[src/rtl/i2c_vector_sequencer.sv]
// Turns START/WRITE/READ/STOP commands into per-cycle tester vectors: an SCL
// waveform code and an SDA waveform code, each phase held for PHASE_CYCLES cycles.
module i2c_vector_sequencer #(
    parameter int WFT_ID       = 0,
    parameter int PHASE_CYCLES = 1
) (
    input  logic        tester_sync,
    input  logic        reset,
    input  logic        cmd_valid,
    output logic        cmd_ready,
    input  logic [1:0]  cmd_op,
    input  logic [7:0]  cmd_data,
    input  logic        cmd_ack,
    output logic [0:3]  wft,
    output logic [0:15] wfc,
    output logic        busy,
    output logic        done,
    output logic [2:0]  state_dbg
);

    // Handshake: a command transfers on a rising edge where cmd_valid && cmd_ready;
    // cmd_op/cmd_data/cmd_ack are sampled only then, and the producer may hold
    // cmd_valid high across back-to-back commands.

    typedef enum logic [2:0] {
        S_IDLE  = 3'd0,
        S_START = 3'd1,
        S_BITS  = 3'd2,
        S_ACK   = 3'd3,
        S_STOP  = 3'd4
    } state_t;

    localparam logic [1:0] OP_START = 2'd0;
    localparam logic [1:0] OP_READ  = 2'd2;
    localparam logic [1:0] OP_STOP  = 2'd3;
    localparam logic [7:0] SUB_LAST = 8'(PHASE_CYCLES - 1);

    localparam logic [7:0] SCL_LO  = 8'd1;
    localparam logic [7:0] SCL_HI  = 8'd2;
    localparam logic [7:0] SDA_LO  = 8'd1;
    localparam logic [7:0] SDA_HI  = 8'd2;
    localparam logic [7:0] SDA_CL  = 8'd3;
    localparam logic [7:0] SDA_CH  = 8'd4;
    localparam logic [7:0] SDA_REL = 8'd5;

    state_t      state, state_n;
    logic [1:0]  phase, phase_n;
    logic [2:0]  bit_idx, bit_idx_n;
    logic [7:0]  sub, sub_n;
    logic [1:0]  op_q, op_n;
    logic [7:0]  data_q, data_n;
    logic        ack_q, ack_n;

    logic        phase_end;
    logic        cmd_end;
    logic        accept;
    logic        emitting;
    logic        cur_bit;
    logic [7:0]  scl;
    logic [7:0]  sda;

    always_ff @(posedge tester_sync) begin
        if (reset) begin
            state   <= S_IDLE;
            phase   <= 2'd0;
            bit_idx <= 3'd0;
            sub     <= 8'd0;
            op_q    <= 2'd0;
            data_q  <= 8'd0;
            ack_q   <= 1'b0;
        end else begin
            state   <= state_n;
            phase   <= phase_n;
            bit_idx <= bit_idx_n;
            sub     <= sub_n;
            op_q    <= op_n;
            data_q  <= data_n;
            ack_q   <= ack_n;
        end
    end

    always_comb begin
        state_n   = state;
        phase_n   = phase;
        bit_idx_n = bit_idx;
        sub_n     = sub;
        op_n      = op_q;
        data_n    = data_q;
        ack_n     = ack_q;

        phase_end = (sub == SUB_LAST);
        cmd_end   = phase_end && (phase == 2'd3) &&
                    (state == S_START || state == S_STOP || state == S_ACK);
        // Ready on the final cycle lets the next command start with no gap.
        cmd_ready = !reset && (state == S_IDLE || cmd_end);
        accept    = cmd_valid && cmd_ready;

        if (accept) begin
            op_n      = cmd_op;
            data_n    = cmd_data;
            ack_n     = cmd_ack;
            phase_n   = 2'd0;
            sub_n     = 8'd0;
            bit_idx_n = 3'd7;
            case (cmd_op)
                OP_START: state_n = S_START;
                OP_STOP:  state_n = S_STOP;
                default:  state_n = S_BITS;
            endcase
        end else if (state != S_IDLE) begin
            if (phase_end) begin
                sub_n   = 8'd0;
                phase_n = phase + 2'd1;
                if (phase == 2'd3) begin
                    if (state == S_BITS) begin
                        if (bit_idx == 3'd0) state_n = S_ACK;
                        else                 bit_idx_n = bit_idx - 3'd1;
                    end else begin
                        state_n = S_IDLE;
                    end
                end
            end else begin
                sub_n = sub + 8'd1;
            end
        end
    end

    always_comb begin
        scl     = 8'd0;
        sda     = 8'd0;
        cur_bit = data_q[bit_idx];
        case (state)
            S_START: begin
                scl = (phase == 2'd3) ? SCL_LO : SCL_HI;
                sda = phase[1] ? SDA_LO : SDA_HI;
            end
            S_STOP: begin
                scl = (phase == 2'd0) ? SCL_LO : SCL_HI;
                sda = phase[1] ? SDA_HI : SDA_LO;
            end
            S_BITS: begin
                scl = (phase == 2'd1 || phase == 2'd2) ? SCL_HI : SCL_LO;
                if (op_q == OP_READ)
                    sda = (phase == 2'd2) ? (cur_bit ? SDA_CH : SDA_CL) : SDA_REL;
                else
                    sda = cur_bit ? SDA_HI : SDA_LO;
            end
            S_ACK: begin
                scl = (phase == 2'd1 || phase == 2'd2) ? SCL_HI : SCL_LO;
                if (op_q == OP_READ)
                    sda = ack_q ? SDA_HI : SDA_LO;
                else
                    sda = (phase == 2'd2) ? (ack_q ? SDA_CH : SDA_CL) : SDA_REL;
            end
            default: begin
                scl = 8'd0;
                sda = 8'd0;
            end
        endcase

        emitting  = (state != S_IDLE) && !reset;
        wfc       = emitting ? {scl, sda} : 16'd0;
        wft       = emitting ? 4'(WFT_ID) : 4'd0;
        busy      = emitting;
        done      = emitting && cmd_end;
        state_dbg = state;
    end

endmodule
[config.mk]
export PLATFORM = sky130hd
export DESIGN_NAME = i2c_vector_sequencer
export DESIGN_NICKNAME = d
export VERILOG_FILES = /design/src/rtl/i2c_vector_sequencer.sv
export SDC_FILE = /design/constraint.sdc
export NUM_CORES = 1
export LEC_CHECK = 0
export BUFFER_PORTS_ARGS = -buffer_cell sky130_fd_sc_hd__buf_2
export CAP_MARGIN = 20
export CORE_UTILIZATION = 35
export DETAILED_ROUTE_END_ITERATION = 10
export GPL_ROUTABILITY_DRIVEN = 0
export HOLD_SLACK_MARGIN = 0.1
export PLACE_DENSITY_LB_ADDON = 0.05
export SLEW_MARGIN = 40
export SYNTH_ARGS = -nofsm -noshare
export SYNTH_HDL_FRONTEND = slang
export SYNTH_SLANG_ARGS = --single-unit
[constraint.sdc]
create_clock -name tester_sync -period 3.4 [get_ports tester_sync]
set_input_delay 0.68 -clock tester_sync [delete_from_list [all_inputs] [get_ports tester_sync]]
set_output_delay 0.68 -clock tester_sync [all_outputs]
set_load 0.01 [all_outputs]
=== Yosys cells after proc, flatten, opt, wreduce, memory -nomap -nowiden ===
Cells that the tools add are included.

* Word-level logic and storage cells: 80
* Input port bits: 14
* Register bits: 27
* Output and inout bits: 26

* Reduce and logical (&&, ||, !) cells: 26
* Magnitude comparators: 1
* Mux-type cells: 32
* Add/sub/neg operators: 3
* Equal/unequal tests: 11

{| class="wikitable"
|+ Operators by type and width
! operator !! number
|-
| 3-bit 2-to-1 mux || 18
|-
| 16-bit 2-to-1 mux || 1
|-
| 2-bit 2-to-1 mux || 7
|-
| 3-bit case mux with 4 select lines || 1
|-
| 8-bit by 1-bit adder with 8-bit output (second input constant) || 1
|-
| 2-bit == test (second input constant) || 4
|-
| 8-bit zero test || 1
|-
| 8-bit 2-to-1 mux || 1
|-
| 2-bit nonzero test || 4
|-
| 3-bit by 2-bit == test with 1-bit output (second input constant) || 2
|-
| 1-bit logical AND || 6
|-
| 3-bit zero test || 2
|-
| 2-bit case mux with 3 select lines || 1
|-
| 3-bit case mux with 2 select lines || 1
|-
| 5-bit AND reduction || 1
|-
| 2-bit zero test || 2
|-
| 1-bit logical OR || 4
|-
| 3-bit by 4-bit less-than comparator with 1-bit output (second input constant) || 1
|-
| 4-bit AND reduction || 1
|-
| 2-bit OR reduction || 2
|-
| 1-bit binary-select mux with 3-bit select || 1
|-
| 3-bit by 1-bit == test with 1-bit output (second input constant) || 1
|-
| 3-bit == test (second input constant) || 1
|-
| 3-bit by 2-bit inequality test with 1-bit output (second input constant) || 1
|-
| 8 further kinds || 8
|}

=== Logic depth before layout (Yosys ltp) ===
Gate-level depths: netlist (run 1).

* Depth in word-level cells: 9
* Mapped depth: 8
* Depth with buffers taken out: 7

=== Worst setup path after synthesis (run 1) ===
Ideal clock, no wire load.

* Kind: register to output
* Start: register sub[0]
* End: output port done
* Data required time: 2.720 ns
* Data arrival time: 1.619 ns
* Cell stages (with the launch flop): 7
* Path buffers: 0
* Setup slack: 1.101 ns
* Path through: dfxtp_1 inv_1 ha_1 nor4b_4 nor4b_4 nand2_2 nor4b_1

* Cells in the longest elaborated chain, start to end: 4

{| class="wikitable"
|+ Ends and longest elaborated chain
! item !! line !! text
|-
| from (decl) || 49 || <nowiki>logic [7:0] sub, sub_n;</nowiki>
|-
| from (signal assigned) || 75 || <nowiki>sub <= sub_n;</nowiki>
|-
| 8-bit zero test || 91 || <nowiki>phase_end = (sub == SUB_LAST);</nowiki>
|-
| 1-bit logical AND (2 in series) || 92 || <nowiki>cmd_end = phase_end && (phase == 2'd3) &&</nowiki>
|-
| 1-bit logical AND || 165 || <nowiki>done = emitting && cmd_end;</nowiki>
|-
| to (decl) || 17 || <nowiki>output logic done,</nowiki>
|}

Every way passes these cells.

=== Final worst setup path (run 1) ===
* Start: register bit_idx[1]
* End: output port wfc[14] in the netlist's numbering

* Cells in the longest elaborated chain, start to end: 7
* Elaborated cells between the ends (all ways): 8
* Those cells by class: mux: 8

{| class="wikitable"
|+ Ends and longest elaborated chain
! item !! line !! text
|-
| from (decl) || 48 || <nowiki>logic [2:0] bit_idx, bit_idx_n;</nowiki>
|-
| from (signal assigned) || 74 || <nowiki>bit_idx <= bit_idx_n;</nowiki>
|-
| 1-bit binary-select mux with 3-bit select (*) || 131 || <nowiki>cur_bit = data_q[bit_idx];</nowiki>
|-
| 1-bit 2-to-1 mux (implied by the code) (*) || 131 ||
|-
| 3-bit 2-to-1 mux (2 in series) || 144 || <nowiki>sda = (phase == 2'd2) ? (cur_bit ? SDA_CH : SDA_CL) : SDA_REL;</nowiki>
|-
| 3-bit 2-to-1 mux (*) || 143 || <nowiki>if (op_q == OP_READ)</nowiki>
|-
| 3-bit case mux with 4 select lines (*) || 132 || <nowiki>case (state)</nowiki>
|-
| 16-bit 2-to-1 mux (*) || 162 || <nowiki>wfc = emitting ? {scl, sda} : 16'd0;</nowiki>
|-
| to (decl) || 15 || <nowiki>output logic [0:15] wfc,</nowiki>
|}

Mark *: on every way between the ends. The rest lies on a longest branch, timed or not. The select of a mux whose other input is x is not followed.

==> summary.txt, run 1 <==
Detailed routing
  • DR vias/cell: 4.710
  • Final wirelength: between 3000 and 4000 um
  • Via count: 1347
  • # DRC: 0
  • Router iterations before antenna repair: 4
  • Final ANT Viol Nets: 0
  • Iter 0 DRT Violations: between 50 and 60
  • Avg WL per Cell: between 10 and 15 um

GRT
  • Tot GR Track Use: between 10% and 20%
  • GRT met2 Usage: between 20% and 30%
  • Global-route wire length before repair: between 5000 and 6000 um
  • Vias in the first global route: 1326
  • Initial antenna violation count: 0
  • Met3 Use GR: 1.796%
  • Gr ovfl total: 0
  • Largest net degree at the start of global routing: 31
  • Met1 Usage GRT: about 20%
  • Busiest grt layer: met2

Clock network
  • H-tree depth: 1
  • CTS buffer count: 3
  • Post-CTS sizing: 0
  • Max clock buf depth: 2
  • Postcts setup bufs: 0
  • Clock Pin Slew Worst Setup and Hold Paths: about 0.09 ns
  • Root buffer cell: clkbuf_8
  • CTS sink cnt: 27
  • CTS Hold Buffers Added: 0
  • CTS tree: built
  • Worst skew pair latency: around 0.27 ns

Power
  • Peak VDD IR: ~0.22 mV
  • Logic gate share of total power: about 25%
  • Flop pwr share: between 50% and 60%
  • PD cells: between 300 and 400 mW/mm^2
  • Pleak: 0.8622 nW
  • Switching share of power: between 30% and 40%
  • Int Pwr: approximately 0.00050 W
  • Clk pwr share: between 20% and 30%
  • Sw Pwr: about 0.00023 W

Run
  • Max-cap violations: 0

Worst setup path
  • Reg2reg path depth: 5
  • Worst path required time: about 2.7 ns
  • Flop2flop setup slack: 1.31 ns
  • Setup CP Type: reg -> out
  • Slowest cell on the critical path: mux4_2
  • Critical Path Max Stage Delay: about 0.52 ns
  • Worst path cell trace: mux4_2 -> mux2i_1 -> and3_1 -> o211ai_1 -> o21ai_0 -> buf_2
  • Startpoint Class: flop
  • Critical Path End Type: output port
  • CP max FO: 4
  • WP data arrival: about 2.0 ns

Cells and area
  • Ant diodes: 0
  • Commonest non-fill, non-tap cell in the layout: nor2_1
  • Most frequent cells in the layout: 29 x nor2_1, 27 x dfxtp_1, 24 x buf_2, 15 x conb_1, 14 x mux2i_1
  • Seq. cell area: between 500 and 600 um^2
  • Syn-to-layout area delta: 8.463%
  • Final Util: between 40 and 50%
  • Final non-filler cell total: between 200 and 300
  • Nets@finish: ~240
  • Area occupied by multi-input gates: roughly 0.0011 mm^2
  • Share of layout cells above drive strength 1: approximately 21%
  • Fillcell total: around 490

Placement
  • Post-Place Setup Slack: about 0.97 ns
  • Placed cells: between 200 and 300
  • Detailed placement HPWL: 2721 um
  • PortBufs: 24

Timing
  • Max Clock Freq: about 370 MHz
  • Setup TNS: 0 ns
  • Relative slew margins: between 50% and 60%
  • Final Critical Period: ~2.7 ns
  • Final worst slack: 0.6872 ns
  • Final period utilization: approximately four fifths
  • Slew Limit Fails: 0
  • Final hold vios: 0
  • Setup Skew: roughly 0.0042 ns
  • Final Setup Violations: 0
  • Slew @ Worst Pin: approximately 0.73 ns
  • RSZ-0062 raised after global routing: no

Floorplanning
  • Starting density of the core: 37.07%
  • Die Ht: between 70 and 80 um
  • Row Count: 25
  • Die Wd: between 70 and 80 um
  • Core area: ~0.0048 mm^2
  • Full die area: 0.005358 mm^2
  • I/O pin cnt: 40

Status
  • Status: finished clean

Synth
  • Synth warnings: 0
  • Average size of a mapped cell: ~8.9 um^2
  • EDFF count, synth: 0
  • Top FF cell, synth: dfxtp_1
  • Distinct cells, synth: 45
  • Sequential share of the synthesized area: 30.47%
  • Asr flop ratio synth: 0%
  • Post-synthesis cell area: between 0.0015 and 0.002 mm^2
  • Synth Register Bits: 27
  • Syn Inst Count: 200

Worst hold path
  • Tightest Hold Check Type: reg -> reg
  • Worst Hold Depth: 2
-- metrics by stage --
step / power, W / cell area [um^2] / hold slack (ns)
4_1_cts: 0.0007366 / 1924 / 0.5107
3_3_place_gp: 0.0005484 / 1878 / 0.4769
6_report: 0.0007237 / 1924 / 0.5008
5_1_grt: 0.0007720 / 1924 / 0.5473
3_5_place_dp: 0.0005522 / 1878 / 0.4867
2_1_floorplan: 0.0005194 / 1827 / 0.4578
-- cells by family after synthesis --
logic type / Yosys count / synth area share [%]
AND/OR/NAND/NOR: 75 / 25.95
other: 1 / 0.2114
AO/OA/AOI/OAI: 27 / 10.37
adder cells (fa/ha/maj): 9 / 6.347
multiplexers: 17 / 11.07
XOR/XNOR: 9 / 4.443
buffers and inverters: 35 / 11.14
flip-flops: 27 / 30.47
-- power by group through the flow --
stage	combinational [W]	clock, W	sequential, W
6_report	0.000179	0.000180	0.000365
5_1_grt	0.000201	0.000201	0.000369
4_1_cts	0.000180	0.000191	0.000365
3_5_place_dp	0.000179	0	0.000373
3_3_place_gp	0.000177	0	0.000371
2_1_floorplan	0.000159	0	0.000360
-- final timing paths --
kind | startpoint | to
min | data_q[4] | data_q[4]
min reg2reg | data_q[4] | data_q[4]
max reg2reg | state_dbg[1] | data_q[0]
max | bit_idx[1] | wfc[14]
-- state kept, by name, indices dropped and copies added (netlist names) --
| name | count |
|---|---|
| sub | 8 |
| op_q | 2 |
| phase | 2 |
| ack_q | 1 |
| state_dbg | 3 |
| bit_idx | 3 |
| data_q | 8 |
-- layer usage --
metal  wire, um  vias to the layer above
met5          0                        -
met4         24                        0
met3        125                        2
met2       1540                       35
met1       1801                      620
li1           -                      690
-- critical path: cells and delay by family (launching register included) --
family | cells | cell delay (ns)
muxes | 2 | 0.83
DFF | 1 | 0.41
and+or+nand+nor | 1 | 0.20
AOI/OAI and AO/OA | 2 | 0.18
buffers and inverters | 1 | 0.15
-- cell type report --
type	count	share of cell area [%]
repair buffers	24	6.242
well taps	67	4.356
flip-flops and latches	27	28.09
multi-input cells	152	56.57
inverters	12	2.341
clock inverters	1	0.2601
clock buffers	3	2.146
-- cell usage after synthesis (3+ instances only) --
cell / count / share of area, %
a21oi_1: 7 / 2.0
buf_4: 17 / 7.2
clkbuf_1: 4 / 0.85
dfxtp_1: 27 / 30
ha_1: 9 / 6.3
inv_1: 12 / 2.5
mux2i_1: 14 / 7.9
nand2_1: 7 / 1.5
nand2b_1: 4 / 1.4
nand3_1: 3 / 0.85
nand4_1: 4 / 1.4
nor2_1: 29 / 6.1
nor2b_1: 3 / 1.1
nor3_1: 7 / 2.0
nor4b_4: 3 / 4.0
o211ai_1: 3 / 1.3
o21ai_0: 8 / 2.3
xnor2_1: 3 / 1.5
xor2_1: 6 / 3.0
Power figures use the tool's default switching activity.
==> run 2: changes to the inputs <==
--- a/config.mk
+++ b/config.mk
@@ -5,6 +5,7 @@
 export SDC_FILE = /design/constraint.sdc
 export NUM_CORES = 1
 export LEC_CHECK = 0
+export ABC_AREA = 1
 export BUFFER_PORTS_ARGS = -buffer_cell sky130_fd_sc_hd__buf_2
 export CAP_MARGIN = 20
 export CORE_UTILIZATION = 35
==> constraint.sdc (replaced) <==
create_clock -name tester_sync -period 2.7 [get_ports tester_sync]
set_input_delay 0.54 -clock tester_sync [delete_from_list [all_inputs] [get_ports tester_sync]]
set_output_delay 0.54 -clock tester_sync [all_outputs]
set_load 0.01 [all_outputs]
==> run 2 against run 1 <==
Effect of this change:
- design area increased by 2.9%
- critical path depth grew 1
- worst hold slack got worse by 0.032 ns
- worst setup slack got worse by 0.31 ns
- clock skew fell by 0.0019 ns
- power is 16% higher
- combinational power shrank 6%
- register-to-register slack worse by 0.35 ns
- flip-flop and latch count stayed put
- die area rose by 2.3%
- critical path type unchanged
- critical endpoint is now wfc[15]
- largest power group unchanged
- highest routed layer unchanged
==> summary.txt, run 2 <==
Timing
  • Final period utilization: a little under nine tenths
  • Setup TNS: 0 ns (unchanged)
  • Max Clock Freq: 430.5 MHz
  • Final Setup Violations: 0 (unchanged)
  • Final hold vios: 0 (unchanged)
  • RSZ-0062 raised after global routing: no (unchanged)
  • Setup Skew: 0.002343 ns (was 0.004234 ns)
  • Slew Limit Fails: 0 (unchanged)
  • Final Critical Period: about 2.3 ns

Power
  • Pleak: 0.9232 nW (was 0.8622 nW)
  • PD cells: 423.9 mW/mm^2 (was 376.1 mW/mm^2)
  • Tot Pwr: 0.0008391 W (was 0.0007237 W)
  • Peak VDD IR: 0.2409 mV (was 0.2161 mV)

Clock network
  • Worst skew pair latency: 0.28 ns (was 0.27 ns)
  • CTS buffer count: 3 (unchanged)
  • Root buffer cell: clkbuf_8 (unchanged)
  • CTS tree: built (unchanged)
  • Postcts setup bufs: 0 (unchanged)
  • CTS Hold Buffers Added: 0 (unchanged)
  • Post-CTS sizing: 0 (unchanged)
  • Clock Pin Slew Worst Setup and Hold Paths: 0.10 ns (was 0.09 ns)
  • Max clock buf depth: 2 (unchanged)
  • CTS sink cnt: 27 (unchanged)
  • H-tree depth: 1 (unchanged)

Worst setup path
  • CP startpoint: state_dbg[0] (was bit_idx[1])
  • CP max FO: 10 (was 4)
  • Setup CP Type: reg -> out (unchanged)
  • RR Startpoint: sub[0] (was state_dbg[1])
  • Worst path cell trace: nor2_2 -> nand2_4 -> inv_1 -> nor2_1 -> inv_1 -> a21oi_1 -> buf_2 (was mux4_2 -> mux2i_1 -> and3_1 -> o211ai_1 -> o21ai_0 -> buf_2)
  • Slowest cell on the critical path: dfxtp_1 (was mux4_2)
  • Critical Path End Type: output port (unchanged)
  • WP data arrival: 1.78 ns (was 2.03 ns)
  • Startpoint Class: flop (unchanged)
  • Flop2flop setup slack: 0.96 ns (was 1.31 ns)
  • Critical Path Max Stage Delay: 0.48 ns (was 0.52 ns)
  • Worst path required time: 2.16 ns (was 2.72 ns)
  • Most used cell, CP: inv_1

Floorplanning
  • Die Wd: 74.02 um (was 73.20 um)
  • Die Ht: 74.02 um (was 73.20 um)
  • Starting density of the core: 37.45% (was 37.07%)
  • Full die area: 0.005479 mm^2 (was 0.005358 mm^2)
  • I/O pin cnt: 40 (unchanged)
  • Core area: 0.004848 mm^2 (was 0.004786 mm^2)
  • Row Count: 25 (unchanged)

Detailed routing
  • DR vias/cell: 4.467 (was 4.710)
  • Avg WL per Cell: 10.74 um (was 12.21 um)
  • Final wirelength: 3726 um (was 3492 um)
  • Iter 0 DRT Violations: 53 (was 59)
  • Via count: 1550 (was 1347)
  • # DRC: 0 (unchanged)
  • Final ANT Viol Nets: 0 (unchanged)
  • Router iterations before antenna repair: 4 (unchanged)

Synth
  • Main area contributors after synthesis: dfxtp_1 30%, nand2_1 9.5%, inv_1 8.5%, nand3_1 6.9%, buf_4 6.6% (was dfxtp_1 30%, mux2i_1 7.9%, buf_4 7.2%, ha_1 6.3%, nor2_1 6.1%)
  • Most common cell in the netlist: nand2_1 (was nor2_1)
  • Post-synthesis cell area: 0.001815 mm^2 (was 0.001774 mm^2)
  • Average size of a mapped cell: 7.092 um^2 (was 8.871 um^2)
  • Syn Inst Count: 256 (was 200)
  • Distinct cells, synth: 31 (was 45)
  • Sequential share of the synthesized area: 29.77% (was 30.47%)
  • Yosys top cell by area: dfxtp_1 (unchanged)
  • Top FF cell, synth: dfxtp_1 (unchanged)
  • Synth warnings: 0 (unchanged)
  • Synth top area share: 29.77% (was 30.47%)
  • Synth Register Bits: 27 (unchanged)
  • Most frequent cells after synthesis: 46 x nand2_1, 41 x inv_1, 27 x dfxtp_1 (was 29 x nor2_1, 27 x dfxtp_1, 17 x buf_4)
  • EDFF count, synth: 0 (unchanged)
  • Asr flop ratio synth: 0% (unchanged)

GRT
  • Vias in the first global route: 1442 (was 1326)
  • Initial antenna violation count: 0 (unchanged)
  • Largest net degree at the start of global routing: 21 (was 31)
  • Tot GR Track Use: 15.44% (was 14.28%)
  • Global-route wire length before repair: 6437 um (was 5947 um)
  • Gr ovfl total: 0 (unchanged)

Cells and area
  • Nets@finish: 304 (was 243)
  • Ant diodes: 0 (unchanged)
  • Area occupied by multi-input gates: 0.001020 mm^2 (was 0.001089 mm^2)
  • Syn-to-layout area delta: 9.028% (was 8.463%)
  • Fillcell total: 519 (was 485)
  • Biggest regs: data_q (8), sub (8) (unchanged)
  • Most frequent cells in the layout: 46 x nand2_1, 41 x inv_1, 27 x dfxtp_1, 25 x nand3_1, 24 x buf_2 (was 29 x nor2_1, 27 x dfxtp_1, 24 x buf_2, 15 x conb_1, 14 x mux2i_1)
  • Seq. cell area: 540.5 um^2 (unchanged)
  • Share of layout cells above drive strength 1: 20.00% (was 20.55%)
  • Commonest non-fill, non-tap cell in the layout: nand2_1 (was nor2_1)

Worst hold path
  • Hold path start: op_q[0] (was data_q[4])
  • Tightest Hold Check Type: reg -> reg (unchanged)

Placement
  • Detailed placement HPWL: 2928 um (was 2721 um)
  • PortBufs: 24 (unchanged)

Run
  • Max-cap violations: 0 (unchanged)

Status
  • Status: finished clean (unchanged)
[run 2: changes by cell type after synthesis, sizes merged, moves of 5 or more]
cell / previous run / this run
nand2: 8 / 53
inv: 12 / 43
o21ai: 10 / 15
nand3: 3 / 27
mux2i: 14 / 0
[run 2: worst paths after layout]
path | endpoint | depth (start not counted)
setup / recovery | wfc[15] | 7
hold / removal | op_q[0] | 2
setup reg to reg | op_q[0] | 11
hold reg to reg | op_q[0] | 2
[run 2: cells by family after synthesis]
family | share of synthesized area [%]
flops | 29.77
compound gates | 10.27
xor+xnor | 0.9650
other cells | 0.2066
fa+ha+maj | 6.203
simple gates | 35.63
buf+inv | 16.95
[run 2: critical path, delay by kind of cell, from the launching register on]
| kind | cells | cell delay, ns |
|---|---|---|
| AO/OA/AOI/OAI | 1 | 0.13 |
| buffers and inverters | 3 | 0.38 |
| flip-flops | 1 | 0.48 |
| AND/OR/NAND/NOR | 3 | 0.51 |
[run 2: through the flow]
stage               cell area [um^2]  utilization (%)  worst slack (ns)  hold slack, ns  instances
floorplan                       1868                -            0.7670          0.4363        270
global placement                1933            39.87            0.6365          0.4480        343
detailed placement              1933            39.87            0.6670          0.4531        343
CTS                             1979            40.83            0.3529          0.4724        347
global route                    1979            40.83            0.1294          0.4851        347
finish                          1979            40.83            0.3771          0.4690        347
[run 2: final cells by class]
type / count / area share, %
multi-input cells: 181 / 51.52
flip-flops and latches: 27 / 27.31
inverters: 43 / 8.154
repair buffers: 25 / 6.448
well taps: 67 / 4.235
clock buffers: 3 / 2.086
clock inverters: 1 / 0.2528
[run 2: where the power goes]
group / switching, W / internal [W]
registers: 0.0000136 / 0.000419
clock network: 0.000134 / 0.000104
logic: 0.000116 / 0.0000532
[run 2: layer usage]
layer  GRT usage, %  share of wire [%]
met5              0                  0
met4          4.701                1.9
met3          2.981                2.9
met2          26.36                 45
met1          19.64                 50
==> run 3: changes to the inputs <==
--- a/config.mk
+++ b/config.mk
@@ -9,10 +9,10 @@
 export BUFFER_PORTS_ARGS = -buffer_cell sky130_fd_sc_hd__buf_2
 export CAP_MARGIN = 20
 export CORE_UTILIZATION = 35
+export CTS_CLUSTER_DIAMETER = 120
 export DETAILED_ROUTE_END_ITERATION = 10
 export GPL_ROUTABILITY_DRIVEN = 0
 export HOLD_SLACK_MARGIN = 0.1
-export PLACE_DENSITY_LB_ADDON = 0.05
 export SLEW_MARGIN = 40
 export SYNTH_ARGS = -nofsm -noshare
 export SYNTH_HDL_FRONTEND = slang
==> run 3 against run 2 <==
Effect of this change:
- clock-buffer cell count increased by 1
- sequential share of layout area about the same
- cell count unchanged
- worst hold slack lost 0.00062 ns
- worst setup slack improved by 0.015 ns
- fmax grew 0.65%
- clock power shrank 4%
- sequential power hardly changed
- critical path depth unchanged
- highest routed layer unchanged
==> summary.txt, run 3 (synthesis results as in run 2) <==
Detailed routing
  • Iter 0 DRT Violations: 77 (was 53)
  • # DRC: 0 (unchanged)
  • Router iterations before antenna repair: 4 (unchanged)
  • Avg WL per Cell: 10.37 um (was 10.74 um)
  • Final ANT Viol Nets: 0 (unchanged)
  • DR vias/cell: 4.467 (unchanged)
  • Via count: 1550 (unchanged)
  • Final wirelength: 3600 um (was 3726 um)

GRT
  • Tot GR Track Use: 14.54% (was 15.44%)
  • Global-route wire length before repair: 6099 um (was 6437 um)
  • Largest net degree at the start of global routing: 21 (unchanged)
  • Initial antenna violation count: 0 (unchanged)
  • Gr ovfl total: 0 (unchanged)
  • Vias in the first global route: 1409 (was 1442)

Clock network
  • CTS buffer count: 3 (unchanged)
  • Postcts setup bufs: 0 (unchanged)
  • Max clock buf depth: 2 (unchanged)
  • CTS Hold Buffers Added: 0 (unchanged)
  • Post-CTS sizing: 0 (unchanged)
  • CTS sink cnt: 27 (unchanged)
  • H-tree depth: 1 (unchanged)
  • Root buffer cell: clkbuf_8 (unchanged)
  • CTS tree: built (unchanged)
  • Clock Pin Slew Worst Setup and Hold Paths: 0.09 ns (was 0.10 ns)
  • Worst skew pair latency: 0.27 ns (was 0.28 ns)

Timing
  • Final Critical Period: 2.308 ns (was 2.323 ns)
  • Setup TNS: 0 ns (unchanged)
  • Final period utilization: 85.48% (was 86.03%)
  • Final Setup Violations: 0 (unchanged)
  • Slew Limit Fails: 0 (unchanged)
  • Setup Skew: 0.003554 ns (was 0.002343 ns)
  • Final hold vios: 0 (unchanged)
  • Max Clock Freq: 433.3 MHz (was 430.5 MHz)
  • Hold WS: 0.4684 ns (was 0.4690 ns)
  • RSZ-0062 raised after global routing: no (unchanged)
  • Final worst slack: 0.3921 ns (was 0.3771 ns)

Cells and area
  • Nets@finish: 304 (unchanged)
  • Biggest regs: data_q (8), sub (8) (unchanged)
  • Commonest non-fill, non-tap cell in the layout: nand2_1 (unchanged)
  • Ant diodes: 0 (unchanged)
  • Syn-to-layout area delta: 8.960% (was 9.028%)
  • Share of layout cells above drive strength 1: 19.64% (was 20.00%)
  • Final Util: 40.80% (was 40.83%)
  • Final Cell Area: 0.001978 mm^2 (was 0.001979 mm^2)
  • Most frequent cells in the layout: 46 x nand2_1, 41 x inv_1, 27 x dfxtp_1, 25 x nand3_1, 24 x buf_2 (unchanged)

Floorplanning
  • Core area: 0.004848 mm^2 (unchanged)
  • Die Ht: 74.02 um (unchanged)
  • I/O pin cnt: 40 (unchanged)
  • Die Wd: 74.02 um (unchanged)
  • Starting density of the core: 37.45% (unchanged)
  • Row Count: 25 (unchanged)
  • Full die area: 0.005479 mm^2 (unchanged)

Run
  • Max-cap violations: 0 (unchanged)

Power
  • PD cells: 418.0 mW/mm^2 (was 423.9 mW/mm^2)
  • Peak VDD IR: 0.3049 mV (was 0.2409 mV)
  • Pleak: 0.9205 nW (was 0.9232 nW)

Placement
  • Post-Place Setup Slack: 0.7070 ns (was 0.6670 ns)
  • PortBufs: 24 (unchanged)
  • Dpl cell area: 0.001933 mm^2 (unchanged)
  • Detailed placement HPWL: 2849 um (was 2928 um)

Status
  • Status: finished clean (unchanged)

Worst setup path
  • Setup CP Type: reg -> out (unchanged)
  • WP data arrival: 1.77 ns (was 1.78 ns)
  • CP max FO: 10 (unchanged)
  • Critical Path End Type: output port (unchanged)
  • Startpoint Class: flop (unchanged)
  • Worst path required time: 2.16 ns (about the same)

Worst hold path
  • Tightest Hold Check Type: reg -> reg (unchanged)
## run 3: path summary, 6_finish.rpt
path,start,end,slack (ns),depth (start not counted)
worst max register to register,phase[1],op_q[0],0.98,10
worst min-delay path,data_q[6],data_q[6],0.47,2
worst max-delay path,state_dbg[0],done,0.39,7
worst min register to register,data_q[6],data_q[6],0.47,2
## run 3: routing by layer
metal / vias up / part of all wire, % / track usage (%) / wire length [um]
li1: 828 / - / - / -
met1: 688 / 46 / 17.41 / 1657
met2: 28 / 50 / 25.66 / 1785
met3: 6 / 2.8 / 3.252 / 101
met4: 0 / 1.6 / 4.701 / 56
met5: - / 0 / 0 / 0
## run 3: cell type report
class | count | area (um^2)
Fill cell | 533 | 2870
Multi-Input combinational cell | 181 | 1020
Sequential cell | 27 | 540.5
Inverter | 43 | 161.4
Timing Repair Buffer | 25 | 127.6
Tap cell | 67 | 83.83
Clock buffer | 4 | 45.04
## run 3: per-stage QoR
step,instances,total power (W)
4_1_cts,347,0.0008411
3_5_place_dp,343,0.0006095
3_3_place_gp,343,0.0006081
2_1_floorplan,270,0.0005837
6_report,347,0.0008269
5_1_grt,347,0.0008863
## run 3: worst max-delay path, stage by stage (launching register included)
cell     delay, ns
dfxtp_1       0.50
nor2_2        0.11
nand2_4       0.16
inv_1         0.08
nor2_1        0.21
inv_1         0.14
nor2_1        0.15
buf_2         0.15
## run 3: where the power goes
group | internal (W) | switching (W) | leakage, nW
Combinational | 0.0000530 | 0.000112 | 0.677
Clock | 0.000106 | 0.000122 | 0.0228
Sequential | 0.000419 | 0.0000143 | 0.221
